### config.mk
export PLATFORM = sky130hd
export DESIGN_NAME = sync_frame_tx
export DESIGN_NICKNAME = d
export VERILOG_FILES = /design/src/rtl/sync_frame_tx.sv
export SDC_FILE = /design/constraint.sdc
export NUM_CORES = 1
export LEC_CHECK = 0
export ABC_AREA = 1
export BUFFER_PORTS_ARGS = -buffer_cell sky130_fd_sc_hd__buf_2
export CAP_MARGIN = 20
export CELL_PAD_IN_SITES_DETAIL_PLACEMENT = 1
export CELL_PAD_IN_SITES_GLOBAL_PLACEMENT = 1
export CORE_UTILIZATION = 43
export CTS_CLUSTER_DIAMETER = 200
export DETAILED_ROUTE_END_ITERATION = 16
export GPL_ROUTABILITY_DRIVEN = 0
export GPL_TIMING_DRIVEN = 0
export PLACE_DENSITY_LB_ADDON = 0.1
export RECOVER_POWER = 25
export SLEW_MARGIN = 20
export SYNTH_ARGS = -nofsm -noshare
export SYNTH_HDL_FRONTEND = slang
export SYNTH_SLANG_ARGS = --single-unit
### constraint.sdc
create_clock -name iclk -period 3.5 [get_ports iclk]
set_input_delay 0.175 -clock iclk [delete_from_list [all_inputs] [get_ports iclk]]
set_output_delay 0.175 -clock iclk [all_outputs]
set_load 0.01 [all_outputs]
### src/rtl/sync_frame_tx.sv
// Sync framer: emits a BPSK m-sequence sync burst each period, then payload samples from upstream.
// Latency: one register stage; the sample decided at state/cnt X appears on odat at the next edge.
// Backpressure: ordy is high only in DATA. A missing payload leaves a zero slot and sets sticky ounderrun.
module sync_frame_tx #(
  parameter int                   pDAT_W     = 12,
  parameter int                   pSYNC_Len  = 1024,
  parameter int                   pLFSR_W    = 11,
  parameter logic [pLFSR_W-1:0]   pLFSR_Poly = 11'h500,
  parameter logic [pLFSR_W-1:0]   pLFSR_Seed = 11'h001
) (
  input  logic              iclk,
  input  logic              ireset,
  input  logic              iena,
  input  logic              sync_mode,
  input  logic [18:0]       time_sop,
  input  logic [pDAT_W-2:0] iamp,
  input  logic [pDAT_W-1:0] idat,
  input  logic              idat_val,
  output logic              ordy,
  output logic [pDAT_W-1:0] odat,
  output logic              oval,
  output logic              osop,
  output logic              osync_act,
  output logic [15:0]       ofrm_cnt,
  output logic              ounderrun
);

  localparam logic [1:0]  ST_IDLE  = 2'd0;
  localparam logic [1:0]  ST_SYNC  = 2'd1;
  localparam logic [1:0]  ST_DATA  = 2'd2;
  localparam logic [19:0] SYNC_LEN = 20'(pSYNC_Len);

  logic [1:0]         state;
  logic [19:0]        cnt;
  logic [19:0]        per_lat;
  logic [19:0]        per_eff;
  logic [19:0]        data_len;
  logic [pLFSR_W-1:0] lfsr;
  logic [pLFSR_W-1:0] lfsr_nxt;
  logic               iena_d;
  logic [pDAT_W-1:0]  amp_pos;
  logic [pDAT_W-1:0]  sync_smp;
  logic               sync_last;
  logic               data_last;

  // Same period rule as the receiver, so both ends agree on sync spacing.
  assign per_eff   = sync_mode ? {time_sop, 1'b0} : {1'b0, time_sop};
  // Periods no longer than a burst leave no payload room: bursts run back-to-back.
  assign data_len  = (per_lat > SYNC_LEN) ? (per_lat - SYNC_LEN) : 20'd0;
  assign sync_last = (cnt == SYNC_LEN - 20'd1);
  assign data_last = (cnt == data_len - 20'd1);

  // Right-shifting Galois LFSR; the LSB selects the BPSK symbol.
  assign lfsr_nxt  = lfsr[0] ? ((lfsr >> 1) ^ pLFSR_Poly) : (lfsr >> 1);
  assign amp_pos   = {1'b0, iamp};
  assign sync_smp  = lfsr[0] ? amp_pos : -amp_pos;

  assign ordy      = (state == ST_DATA) && iena;

  // Frame sequencer: IDLE -> SYNC burst -> DATA payload -> SYNC ..., dropping to IDLE whenever iena is low.
  always_ff @(posedge iclk or negedge ireset) begin
    if (!ireset) begin
      state   <= ST_IDLE;
      cnt     <= '0;
      per_lat <= '0;
      lfsr    <= pLFSR_Seed;
    end else if (!iena) begin
      state <= ST_IDLE;
      cnt   <= '0;
    end else begin
      case (state)
        ST_IDLE: begin
          state   <= ST_SYNC;
          cnt     <= '0;
          lfsr    <= pLFSR_Seed;
          per_lat <= per_eff;
        end
        ST_SYNC: begin
          lfsr <= lfsr_nxt;
          if (sync_last) begin
            cnt <= '0;
            if (data_len == 20'd0) begin
              lfsr    <= pLFSR_Seed;
              per_lat <= per_eff;
            end else begin
              state <= ST_DATA;
            end
          end else begin
            cnt <= cnt + 20'd1;
          end
        end
        ST_DATA: begin
          if (data_last) begin
            state   <= ST_SYNC;
            cnt     <= '0;
            lfsr    <= pLFSR_Seed;
            per_lat <= per_eff;
          end else begin
            cnt <= cnt + 20'd1;
          end
        end
        default: state <= ST_IDLE;
      endcase
    end
  end

  // Output register: one sample per clock while framing, all zero otherwise; frame and underrun bookkeeping.
  always_ff @(posedge iclk or negedge ireset) begin
    if (!ireset) begin
      odat      <= '0;
      oval      <= 1'b0;
      osop      <= 1'b0;
      osync_act <= 1'b0;
      ofrm_cnt  <= '0;
      ounderrun <= 1'b0;
      iena_d    <= 1'b0;
    end else begin
      iena_d    <= iena;
      odat      <= '0;
      oval      <= 1'b0;
      osop      <= 1'b0;
      osync_act <= 1'b0;
      if (iena && state == ST_SYNC) begin
        oval      <= 1'b1;
        odat      <= sync_smp;
        osync_act <= 1'b1;
        if (cnt == 20'd0) begin
          osop     <= 1'b1;
          ofrm_cnt <= ofrm_cnt + 16'd1;
        end
      end else if (ordy) begin
        oval <= 1'b1;
        odat <= idat_val ? idat : '0;
      end
      // A rising iena can only occur from IDLE, so it never competes with a new underrun.
      if (iena && !iena_d)
        ounderrun <= 1'b0;
      else if (ordy && !idat_val)
        ounderrun <= 1'b1;
    end
  end

endmodule
; Yosys cells after proc, flatten, opt, wreduce, memory -nomap -nowiden
; Index checks and enable logic that the tools add are counted.
[op_classes]
addsub = 5
magnitude_cmp = 1
eq_ne = 11
muxes = 31
bitwise = 1
reduce_logical = 15
[op_table]
columns = op, count
row1 = $mux W20, 8
row2 = $pmux W20 S3, 2
row3 = $mux W12, 4
row4 = $mux W11, 4
row5 = $logic_not A20 Y1, 2
row6 = $pmux W11 S3, 1
row7 = $add A20 B1 Y20 const B, 1
row8 = $eq A20 B10 Y1 const B, 1
row9 = $eq A20 B20 Y1, 1
row10 = $gt A20 B11 Y1 const B, 1
row11 = $sub A20 B1 Y20 const B, 1
row12 = $sub A20 B11 Y20 const B, 1
row13 = $add A16 B1 Y16 const B, 1
row14 = $neg A11 Y12, 1
row15 = $ne A3 B3 Y1 const B, 3
row16 = $mux W2, 4
row17 = $mux W1, 7
row18 = $ne A2 B2 Y1 const B, 3
row19 = $pmux W2 S3, 1
row20 = $reduce_and A3 Y1, 2
row21 = $reduce_and A5 Y1, 1
row22 = $logic_and A1 B1 Y1, 4
row23 = $ne A4 B1 Y1 const B, 1
row24 = $reduce_bool A3 Y1, 1
row25 = 7 further kinds, 8
[totals]
regBits = 86
in_bits = 47
out_inout_bits = 33

; Longest topological paths before layout
; Gate-level depths: netlist of the first run.
[depth]
ltp_word = 7
ltp_mapped = 27
depth_no_buf = 24

; Worst setup path before layout of the first run
; OpenSTA, ideal clock, no wires.
[synth_timing]
path_kind = register to register
startpoint = register per_lat[10]
endpoint = register cnt[17]
arrival_ps = 2878
required_ps = 3377
path_slack_ps = 499
path_stages_with_launch = 25
n_path_buf = 3
period_less_slack_ps = 3001
cell_sequence = dfrtp_1 -> clkinv_1 -> ha_1 -> inv_1 -> nand2_1 -> nand2_1 -> buf_6 -> buf_6 -> nand2_1 -> ha_1 -> xor2_1 -> nand4_1 -> nand2_1 -> nand3_1 -> nor2_1 -> nand2_1 -> nor2_1 -> nand3_1 -> nor2_1 -> nand2_2 -> nand2_4 -> nand2_2 -> nand2_4 -> buf_6 -> o21ai_2
[synth_via]
elab_chain_cells = 7
elab_cells_between_ends = 8
classes_between = add/sub: 2 / order compare: 1 / eq/ne: 1 / mux: 4
[synth_lines]
columns = element, line_no
row1 = from (decl), 35  ; logic [19:0] per_lat;
row2 = from (signal assigned), 76  ; per_lat <= per_eff;
row3 = from (signal assigned), 84  ; per_lat <= per_eff;
row4 = from (signal assigned), 97  ; per_lat <= per_eff;
row5 = $sub A20 B11 Y20 or $gt A20 B11 Y1 (tied branches), 49  ; assign data_len = (per_lat > SYNC_LEN) ? (per_lat - SYNC_LEN) : 20'd0;
row6 = $mux W20 (*), 49
row7 = $sub A20 B1 Y20 (*), 51  ; assign data_last = (cnt == data_len - 20'd1);
row8 = $eq A20 B20 Y1 (*), 51
row9 = $mux W20 (*), 93  ; if (data_last) begin
row10 = $pmux W20 S3 (*), 71  ; case (state)
row11 = $mux W20 (*), 67  ; end else if (!iena) begin
row12 = to (signal assigned), 89  ; cnt <= cnt + 20'd1;
row13 = to (signal assigned), 99  ; cnt <= cnt + 20'd1;
row14 = to (decl), 34  ; logic [19:0] cnt;
; Mark *: on every way between the ends. The rest lies on a longest branch, timed or not.
; A chain may end at the register's enable or synchronous reset.

; Worst setup path after layout of the first run
[layout_timing]
startpoint = register per_lat[11]
endpoint = register cnt[14]
; Same word-level chain as after synthesis.

==> results of run 1 <==
power by group through the flow:
stage / Sequential, W / Combinational, W / Clock (W)
3_5_place_dp: 0.00144 / 0.00236 / 0
5_1_grt: 0.00148 / 0.00285 / 0.00115
2_1_floorplan: 0.00141 / 0.00172 / 0
6_report: 0.00145 / 0.00255 / 0.00109
3_3_place_gp: 0.00143 / 0.00226 / 0
4_1_cts: 0.00142 / 0.00243 / 0.00111
per-layer routing:
metal / wire length [um] / global-route usage / vias to the layer above / share of wire
li1: - / - / 2705 / -
met1: 7324 / 0.3016 / 2737 / 0.42
met2: 9050 / 0.4886 / 110 / 0.52
met3: 634 / 0.03571 / 28 / 0.036
met4: 366 / 0.1002 / 0 / 0.021
met5: 0 / 0 / - / 0
cells by family (layout without fill, tap and decap cells):
logic type / after synthesis / count (layout) / share of synthesized area
mux: 18 / 18 / 0.03103
xor+xnor: 40 / 40 / 0.06035
flops: 86 / 86 / 0.3709
simple gates: 390 / 390 / 0.2953
buf+inv: 122 / 229 / 0.09202
fa+ha+maj: 12 / 12 / 0.02586
compound gates: 108 / 108 / 0.1246
worst paths after layout:
path                       slack, ns           end          from  depth (start not counted)
setup / recovery                0.17       cnt[14]   per_lat[11]                         26
hold / removal                  0.06        iena_d          iena                          1
setup reg to reg                0.17       cnt[14]   per_lat[11]                         26
hold reg to reg                 0.46  ofrm_cnt[15]  ofrm_cnt[15]                          1
max in group asynchronous       1.52       lfsr[0]        ireset                          3
min in group asynchronous       0.87   per_lat[17]        ireset                          2
repair_timing:
item,in CTS,in global routing
buffers inserted,2,9
hold buffers,1,0
gates resized for setup,8,25
hold endpoints to repair,30,0
pin swaps,1,9
gates cloned,0,1
endpoints found under the setup margin,53,53
metrics by stage:
step           hold slack, ns  setup slack, ns  std cells  setup TNS (ns)
4_1_cts              0.003369         0.005969       1050               0
5_1_grt               0.06619         -0.02279       1059         -0.1749
3_5_place_dp           0.1542          -0.3037       1031          -11.09
6_report              0.05762           0.1688       1059               0
2_1_floorplan         -0.1206           0.4988        776               0
3_3_place_gp           0.3777          -0.1854       1030          -4.996
registers in the layout, summed over array words and instances, names as in the netlist:
| register | flops |
|---|---|
| ofrm_cnt | 16 |
| osop | 1 |
| cnt | 20 |
| lfsr | 11 |
| osync_act | 1 |
| state | 2 |
| odat | 12 |
| oval | 1 |
| per_lat | 20 |
| ounderrun | 1 |
| iena_d | 1 |
area by class of cell:
class                      count  area, um^2  area share
inverter                      94       355.3     0.05090
tap                          176       220.2     0.03154
clock buffer                   9       225.2     0.03226
sequential                    86        2160      0.3093
multi-input combinational    568        3198      0.4581
clock inverter                 7       105.1     0.01505
timing repair buffer          92       525.5     0.07527
buffer                        27       192.7     0.02760
worst max-delay path: stages, from the launching register on:
cell and delay, ns:
dfrtp_1 0.41, inv_2 0.09, ha_4 0.13, nand2_1 0.05, nor2_1 0.11, nand2_1 0.08
nand2_1 0.08, nand2_1 0.08, buf_6 0.14, buf_6 0.14, nand2_4 0.08, ha_4 0.16
xor2_2 0.16, nand4_1 0.09, nand2_1 0.08, nand3_1 0.08, nor2_2 0.13, nand2_1 0.07
nor2_1 0.09, nand3_1 0.09, nor2_1 0.14, nand2_2 0.13, nand2_4 0.14, nand2_4 0.07
nand2_4 0.15, clkbuf_16 0.19, o21ai_2 0.05
Yosys cell counts (all sizes together):
cell    instances  share of area
clkbuf         11         0.0071
ha             12          0.026
nand4          18          0.019
nand2         218           0.15
nor4            5         0.0054
nand3          59          0.057
o211ai          2         0.0026
a21oi          12          0.011
xnor2           8          0.012
o21bai          3         0.0039
nor2           75          0.052
dfrtp          85           0.37
o22ai          10          0.011
mux2i          18          0.031
o22a            1         0.0015
clkinv          1        0.00065
xor2           32          0.048
o32ai           1         0.0015
o31ai           1         0.0022
dfstp           1         0.0045
a41oi           1         0.0015
a31o            1         0.0015
or2             1         0.0011
o21ai          74          0.084
nor3           11         0.0095
nor3b           1         0.0013
inv            93          0.060
nand3b          1         0.0013
o41ai           2         0.0043
and3            1         0.0011
buf            17          0.024
cells in the final DEF, fill, tap and decap left out, types with 18 or more instances in the layout:
cell type and count:
dfrtp_1 80, nor2_1 62, mux2i_1 18, nand4_1 18, clkbuf_1 19, o21ai_2 31, nand3_1 55, xor2_1 31
buf_2 73, nand2_1 206, o21ai_0 30, inv_1 92
==> run_results.csv, run 1 <==
group,metric,value,unit
power,ir_worst_vdd,0.2599,mV
min_path,hp-class,"input port to flip-flop",
final_layout,final_util,0.5293,
global_routing,antenna_found_initial,0,
final_layout,fillCellCount,1705,
timing,skew,0.007116,ns
setup_path,critical_path_class,"flip-flop to flip-flop",
clocking,h-tree-depth,3,
power,combPwrFrac,0.500,
setup_path,critPathLaunchType,"flip-flop",
global_routing,grtUsageTotal,0.2622,
status,status,"complete, but fails checks",
clocking,cts_buffers,9,
timing,setup_viol,0,
logic_synthesis,syn-instance-count,776,
global_routing,grt_pass1_wl,29.08,mm
power,swShare,0.4524,
status,violations,"max-capacitance violations, max-slew violations",
timing,worst_pin_slew,1.893,ns
power,power_leakage,3.479,nW
route,wire_per_inst,16.41,um
floorplan,start_util,0.4401,
setup_path,arrival,3.57,ns
setup_path,end_kind,"flip-flop",
clocking,clk_latency,0.35,ns
floorplan,core_area,0.01319,mm^2
logic_synthesis,synth.ff_latch_count,86,
logic_synthesis,syn-cell-area,0.005806,mm^2
floorplan,die_w,118.2,um
logic_synthesis,seq_area_frac_synth,0.3709,
timing,fmax,300.2,MHz
final_layout,finalInstanceArea,0.006982,mm^2
logic_synthesis,yosys_warnings,0,
route,vias,5580,
clocking,cts.clk_slew.worst_paths,0.07,ns
floorplan,num_rows,42,
final_layout,antenna_cells,0,
power,internal_power,0.002786,W
job,drv_cap,1,
floorplan,boundaryPins,80,
route,drtIter0Drc,162,
timing,fin_crit_sh,0.9518,
power,power_density,728.7,mW/mm^2
route,ant_nets,0,
timing,hold_violations,0,
clocking,clockBufferDepth,2,
timing,period_needed,3.331,ns
power,clock_power_share,0.215,
route,route.final.wire_length,17.38,mm
clocking,clock-sinks,86,
logic_synthesis,synth.distinct_cells,43,
power,p_sw,0.002302,W
timing,relSlewSlack,-0.2617,
placed_design,place_area,0.006446,mm^2
global_routing,grt_overflow_total,0,
final_layout,drive_gt1_frac,0.2163,
final_layout,syn_to_final_growth,20.26,%
timing,slew_viol_final,31,
floorplan,die_h,118.2,um
clocking,cts_root_buffer,"clkbuf_16",
power,power_frac_seq,0.285,
placed_design,io_buffers,78,
global_routing,grt_max_degree,57,
route,dr.pass1.iters,4,
logic_synthesis,syn-num-nets,835,
setup_path,critPathMaxFanout,10,
route,drcViolationCount,0,
logic_synthesis,synth.avg_cell_area,7.481,um^2
floorplan,dieArea,0.01397,mm^2
final_layout,final_nets,937,
clocking,cts_tree,"done",
global_routing,grt_pass1_vias,6029,
placed_design,dp_hpwl,13.04,mm
route,via_per_inst,5.269,
power,post-layout-total-power,0.005088,W
setup_path,cp.required,3.74,ns
Power figures use the tool's default switching activity.
==> run 2, diff against run 1 <==
--- a/config.mk
+++ b/config.mk
@@ -5,12 +5,12 @@
 export SDC_FILE = /design/constraint.sdc
 export NUM_CORES = 1
 export LEC_CHECK = 0
-export ABC_AREA = 1
+export ABC_AREA = 0
 export BUFFER_PORTS_ARGS = -buffer_cell sky130_fd_sc_hd__buf_2
 export CAP_MARGIN = 20
 export CELL_PAD_IN_SITES_DETAIL_PLACEMENT = 1
 export CELL_PAD_IN_SITES_GLOBAL_PLACEMENT = 1
-export CORE_UTILIZATION = 43
+export CORE_UTILIZATION = 44
 export CTS_CLUSTER_DIAMETER = 200
 export DETAILED_ROUTE_END_ITERATION = 16
 export GPL_ROUTABILITY_DRIVEN = 0
==> run 2 against run 1 <==
Compared with the run above:
- the run ends with max-capacitance violations, max-slew violations, negative setup slack left
- cell area up 13%
- sequential share of layout area down 3.5 points
- routed wire length up 21%
- global-route usage up 3.5 points
- synthesized cell count down 9.9%
- fmax down 28%
- die area up 0.64%
- area after synthesis up 3.0%
- power up 12%
- non-clock buffer count up 66
==> run_results.csv, run 2 <==
group,metric,value,unit
global_routing,grt_max_degree,48,
global_routing,grt_pass1_wl,32.75,mm
route,drcViolationCount,0,
route,via_per_inst,5.824,
setup_path,reg2reg_depth,21,
final_layout,fillCellCount,1607,
clocking,cts_buffers,9,
logic_synthesis,synthTopCellsByArea,"dfrtp_1 (36%), nand2_1 (5.8%), xnor2_1 (5.4%), mux2_1 (3.4%), mux2_2 (3.2%)",
final_layout,layout_commonest_cell,"nand2_1",
placed_design,io_buffers,78,
clocking,cts_root_buffer,"clkbuf_16",
route,wire_per_inst,20.49,um
final_layout,antenna_cells,0,
route,route.final.wire_length,21.00,mm
status,status,"complete, but fails checks",
timing,relSlewSlack,-0.8043,
job,drv_cap,1,
route,vias,5970,
min_path,whs_path_depth,3,
logic_synthesis,synthMuxAreaShare,0.09437,
placed_design,dp_hpwl,13.15,mm
logic_synthesis,synth.avg_cell_area,8.554,um^2
logic_synthesis,yosysTopAreaCell,"dfrtp_1",
setup_path,reg2reg_from,"per_lat[10]",
route,ant_nets,0,
logic_synthesis,syn-instance-count,699,
setup_path,startpoint,"per_lat[10]",
logic_synthesis,syn-num-nets,758,
timing,fin_crit_sh,1.314,
final_layout,layout_common_cells,"nand2_1 (89), dfrtp_1 (80), buf_2 (79)",
power,power_density,723.5,mW/mm^2
clocking,cts.clk_slew.worst_paths,0.06,ns
logic_synthesis,synth_top_area_frac,0.3557,
timing,fin_ws,-1.098,ns
final_layout,multi_input_area,0.003799,mm^2
floorplan,core_area,0.01324,mm^2
floorplan,boundaryPins,80,
global_routing,grtUsageTotal,0.2970,
logic_synthesis,synth-compound-area-share,0.1433,
floorplan,dieArea,0.01406,mm^2
final_layout,regArea,0.002160,mm^2
min_path,holdCritStartpoint,"idat[4]",
timing,slew_viol_final,47,
floorplan,num_rows,42,
timing,fmax,217.5,MHz
setup_path,arrival,4.83,ns
timing,skew,0.007219,ns
min_path,hp-class,"input port to flip-flop",
global_routing,antenna_found_initial,0,
logic_synthesis,yosys_warnings,0,
logic_synthesis,yosysMostFrequentCell,"nand2_1",
logic_synthesis,synth-edff-count,0,
status,violations,"max-capacitance violations, max-slew violations, negative setup slack",
logic_synthesis,synth_xor_area_frac,0.08203,
timing,setup_viol,53,
global_routing,grt_pass1_vias,6301,
final_layout,instances_no_fill,1025,
clocking,clockBufferDepth,2,
clocking,h-tree-depth,3,
power,power_leakage,3.498,nW
floorplan,start_util,0.4515,
logic_synthesis,seq_area_frac_synth,0.3601,
logic_synthesis,ys_top_cells_by_count,"nand2_1 (92), dfrtp_1 (85), nor2_1 (47)",
timing,period_needed,4.598,ns
setup_path,end_kind,"flip-flop",
route,drtIter0Drc,304,
clocking,cts_tree,"done",
logic_synthesis,synthSimpleGateAreaFrac,0.2360,
floorplan,die_w,118.6,um
timing,hold_violations,0,
setup_path,critPathLaunchType,"flip-flop",
logic_synthesis,synth.distinct_cells,77,
route,dr.pass1.iters,4,
final_layout,largestRegisters,"cnt (20), per_lat (20), ofrm_cnt (16)",
final_layout,drive_gt1_frac,0.3086,
setup_path,critPathMaxFanout,10,
logic_synthesis,synth.ff_latch_count,86,
power,ir_worst_vdd,0.3007,mV
logic_synthesis,synth_top_family_by_area,"simple AND/OR/NAND/NOR gates",
placed_design,dp_cells,954,
timing,final.setup.tns,-49.18,ns
logic_synthesis,synth-async-reset-ratio,1.000,
setup_path,critical_path_class,"flip-flop to flip-flop",
clocking,clock-sinks,86,
timing,rsz0062_at_grt,"yes",
logic_synthesis,synth_fa_ha_area_frac,0.02511,
final_layout,final_nets,903,
timing,worst_pin_slew,2.707,ns
clocking,clk_latency,0.36,ns
logic_synthesis,synthFlopType,"dfrtp_1",
final_layout,syn_to_final_growth,31.53,%
global_routing,grt_overflow_total,0,
logic_synthesis,syn-cell-area,0.005979,mm^2
setup_path,cp.required,3.74,ns
floorplan,die_h,118.6,um
## run 2: layer usage
| layer | GRT usage | routed length, um | vias to the layer above |
|---|---|---|---|
| met3 | 0.04585 | 797 | 54 |
| met4 | 0.1139 | 692 | 0 |
| met1 | 0.3483 | 8674 | 2992 |
| met5 | 0 | 0 | - |
| met2 | 0.5402 | 10840 | 172 |
| li1 | - | - | 2752 |
## run 2: logic make-up after synthesis
logic type                 after synthesis
and+or+nand+nor                        279
AOI/OAI and AO/OA                      128
buffers and inverters                   86
DFF                                     86
xor gates and xnor gates                56
muxes                                   52
adders and majority gates               12
## run 2: through the flow
step	power, W	instance area (um^2)	setup slack [ns]	hold slack [ns]	utilization
floorplan	0.003079	6103	-0.7307	-0.1206	-
finish	0.005690	7865	-1.098	0.02657	0.5939
detailed placement	0.003744	6738	-1.578	0.2258	0.5088
CTS	0.005298	7657	-1.065	0.01079	0.5782
global placement	0.003636	6714	-1.470	0.3813	0.5070
global route	0.005949	7865	-1.216	0.03877	0.5939
## run 2: final timing paths
kind                           endpoint  slack, ns
setup / recovery             per_lat[8]      -1.10
hold / removal                  odat[4]       0.03
setup reg to reg             per_lat[8]      -1.10
hold reg to reg            ofrm_cnt[15]       0.47
max in group asynchronous    per_lat[5]       0.55
min in group asynchronous   per_lat[16]       1.20
## run 2: what timing repair did
action / CTS / global route
hold endpoints to repair: 46 / 0
resized for setup: 64 / 30
gates cloned: 4 / 0
setup endpoints to repair: 53 / 53
buffers inserted: 43 / 20
hold buffers: 1 / 0
pin swaps: 28 / 24
## run 2: final cells by class
class,instances,area share
plain buffers,44,0.03198
clock buffers,9,0.02864
clock inverters,7,0.01225
inverters,35,0.01734
multi-input cells,527,0.4830
flip-flops and latches,86,0.2746
well taps,176,0.02800
repair buffers,141,0.1242
## run 2: power breakdown
| part | internal, W | total, W | switching, W |
|---|---|---|---|
| Combinational | 0.00144 | 0.00312 | 0.00169 |
| Sequential | 0.00122 | 0.00151 | 0.000290 |
| Clock | 0.000626 | 0.00106 | 0.000434 |
| Total | 0.00328 | 0.00569 | 0.00241 |
## run 2: critical path: stages, from the launching register on
cell and delay (ns):
dfrtp_1 0.43, buf_6 0.15, inv_1 0.07, ha_2 0.20, buf_6 0.15, a41o_4 0.27, nand2_2 0.10, buf_6 0.14
nand2_4 0.07, ha_4 0.20, buf_6 0.13, xnor2_2 0.12, xnor2_1 0.13, a2111oi_2 0.40, a31oi_1 0.18, nand3b_1 0.23
nand4b_1 0.20, and4bb_2 0.36, and3b_2 0.21, o21a_4 0.23, buf_8 0.17, mux2_4 0.32
==> run 3, diff against run 2 <==
--- a/config.mk
+++ b/config.mk
@@ -10,7 +10,8 @@
 export CAP_MARGIN = 20
 export CELL_PAD_IN_SITES_DETAIL_PLACEMENT = 1
 export CELL_PAD_IN_SITES_GLOBAL_PLACEMENT = 1
-export CORE_UTILIZATION = 44
+export CORE_UTILIZATION = 45
+export CTS_BUF_LIST = sky130_fd_sc_hd__clkbuf_8
 export CTS_CLUSTER_DIAMETER = 200
 export DETAILED_ROUTE_END_ITERATION = 16
 export GPL_ROUTABILITY_DRIVEN = 0
==> run 3 against run 2 <==
Compared with the run above:
- the flow still finishes with violations (max-capacitance violations, max-slew violations, negative setup slack)
- setup slack improved by 0.18 ns
- sequential power barely moved
- count of clock-buffer cells in the layout did not move
- non-clock buffer count fell by 6
==> run_results.csv, run 3 (synthesis gave the netlist of run 2 again) <==
group,metric,value,unit
status,status,"complete, but fails checks",
status,violations,"max-capacitance violations, max-slew violations, negative setup slack",
clocking,cts_tree,"done",
setup_path,worst_path_max_delay_cell,"dfrtp_1",
setup_path,cp.required,3.79,ns
timing,rsz0062_at_grt,"yes",
floorplan,num_rows,41,
clocking,cts_root_buffer,"clkbuf_8",
power,post-layout-total-power,0.005273,W
setup_path,critical_path_class,"flip-flop to flip-flop",
setup_path,crit_family,"simple AND/OR/NAND/NOR gates",
setup_path,crit_chain,"nor4_4, clkbuf_8, a41o_4, nand2_4, buf_8, nand2_4, ha_4, inv_6, or3_4, buf_6, o211a_1, a311oi_2, xor2_1, o31ai_1, and4bb_2, and3b_2, o21a_4, buf_6, mux2_4",
floorplan,boundaryPins,80,
floorplan,die_h,117.3,um
global_routing,grt_pass1_wl,30.75,mm
timing,setup_viol,53,
clocking,cts.clk_slew.worst_paths,0.10,ns
global_routing,grt_pass1_vias,6246,
floorplan,start_util,0.4681,
clocking,cts_buffers,9,
clocking,h-tree-depth,3,
route,wire_per_inst,20.14,um
route,vias,5935,
timing,worst_pin_slew,2.694,ns
setup_path,r2r_setup_slack,-0.92,ns
setup_path,worst-path-buf-inv,5,
setup_path,worst_path_largest_cell_delay,0.45,ns
final_layout,finalInstanceArea,0.007699,mm^2
clocking,clk_latency,0.40,ns
route,via_per_inst,5.847,
final_layout,largestRegisters,"cnt (20), per_lat (20), ofrm_cnt (16)",
floorplan,core_area,0.01277,mm^2
job,drv_cap,1,
placed_design,dp_hpwl,13.07,mm
clocking,clock-sinks,86,
timing,fin_crit_sh,1.262,
final_layout,syn_to_final_growth,28.75,%
route,route.final.wire_length,20.44,mm
power,ir_worst_vdd,0.2617,mV
power,power_density,685.0,mW/mm^2
global_routing,grt_max_degree,47,
setup_path,critPathLaunchType,"flip-flop",
placed_design,place_area,0.006740,mm^2
min_path,hp-class,"input port to flip-flop",
power,power_leakage,3.481,nW
clocking,clockBufferDepth,2,
final_layout,fillCellCount,1512,
final_layout,antenna_cells,0,
timing,relSlewSlack,-0.7960,
route,dr.pass1.iters,5,
floorplan,die_w,117.3,um
timing,period_needed,4.417,ns
placed_design,io_buffers,78,
timing,skew,0.01782,ns
timing,fmax,226.4,MHz
global_routing,antenna_found_initial,0,
final_layout,final_nets,897,
route,drcViolationCount,0,
final_layout,drive_gt1_frac,0.2906,
final_layout,layout_common_cells,"nand2_1 (89), buf_2 (81), dfrtp_1 (79)",
global_routing,grtUsageTotal,0.2957,
final_layout,layout_commonest_cell,"nand2_1",
timing,fin_ws,-0.9171,ns
floorplan,dieArea,0.01375,mm^2
route,drtIter0Drc,311,
route,ant_nets,0,
timing,slew_viol_final,46,
setup_path,end_kind,"flip-flop",
setup_path,critPathMaxFanout,5,
setup_path,arrival,4.70,ns
timing,hold_violations,0,
global_routing,grt_overflow_total,0,
## run 3: cell types whose count changed in the layout (fill, tap and decap cells not counted), sizes merged
cell and delta:
buf -15, dlygate4sd3 +11, inv +3, clkbuf -2
clkinvlp -2, bufinv -1
## run 3: power by group
| group | total, W | leakage, nW | internal [W] | switching [W] |
|---|---|---|---|---|
| Sequential | 0.00148 | 1.13 | 0.00121 | 0.000265 |
| Combinational | 0.00301 | 2.25 | 0.00137 | 0.00164 |
| Clock | 0.000779 | 0.103 | 0.000342 | 0.000438 |
| Total | 0.00527 | 3.48 | 0.00293 | 0.00235 |
## run 3: cell type report
class	instances	area, um^2	area share
clock buffers	9	123.9	0.01609
well taps	172	215.2	0.02795
multi-input cells	527	3780	0.4910
flip-flops and latches	86	2161	0.2807
plain buffers	44	255.2	0.03315
clock inverters	7	80.08	0.01040
inverters	35	136.4	0.01771
repair buffers	135	947.2	0.1230
## run 3: worst paths after layout
path	start	to	depth (start not counted)
hold reg to reg	ofrm_cnt[15]	ofrm_cnt[15]	1
hold / removal	idat[10]	odat[10]	3
min in group asynchronous	ireset	per_lat[17]	2
setup / recovery	per_lat[7]	per_lat[5]	19
max in group asynchronous	ireset	per_lat[3]	2
setup reg to reg	per_lat[7]	per_lat[5]	19
## run 3: per-stage QoR
| step | util | setup WS, ns | hold slack [ns] | std cells | TNS, ns |
|---|---|---|---|---|---|
| after floorplan | - | -0.7307 | -0.1206 | 699 | -30.83 |
| after global placement | 0.5252 | -1.420 | 0.3800 | 949 | -68.80 |
| after detailed placement | 0.5277 | -1.565 | 0.2296 | 950 | -76.21 |
| after CTS | 0.5863 | -1.035 | 0.001787 | 1000 | -48.08 |
| after global routing | 0.6027 | -1.080 | 0.009666 | 1015 | -50.91 |
| final | 0.6027 | -0.9171 | 0.002284 | 1015 | -41.41 |
## run 3: worst register-to-register path, cell delays in order (launching register included)
cell and delay (ns):
dfrtp_1 0.45, nor4_4 0.35, clkbuf_8 0.20, a41o_4 0.26
nand2_4 0.07, buf_8 0.14, nand2_4 0.08, ha_4 0.18
inv_6 0.03, or3_4 0.40, buf_6 0.14, o211a_1 0.13
a311oi_2 0.25, xor2_1 0.25, o31ai_1 0.11, and4bb_2 0.33
and3b_2 0.23, o21a_4 0.22, buf_6 0.16, mux2_4 0.32
## run 3: per-layer routing
layer	wire length, um	track usage
met1	8357	0.3389
met2	10430	0.5239
met3	836	0.04995
met4	821	0.1629
met5	0	0
## run 3: timing repair
| action | in CTS | in global routing |
|---|---|---|
| cloned | 4 | 0 |
| setup buffers | 28 | 16 |
| resized for setup | 65 | 31 |
| hold endpoints to repair | 56 | 0 |
| endpoints found under the setup margin | 53 | 53 |
| pin swaps | 25 | 18 |
| hold buffers | 12 | 0 |
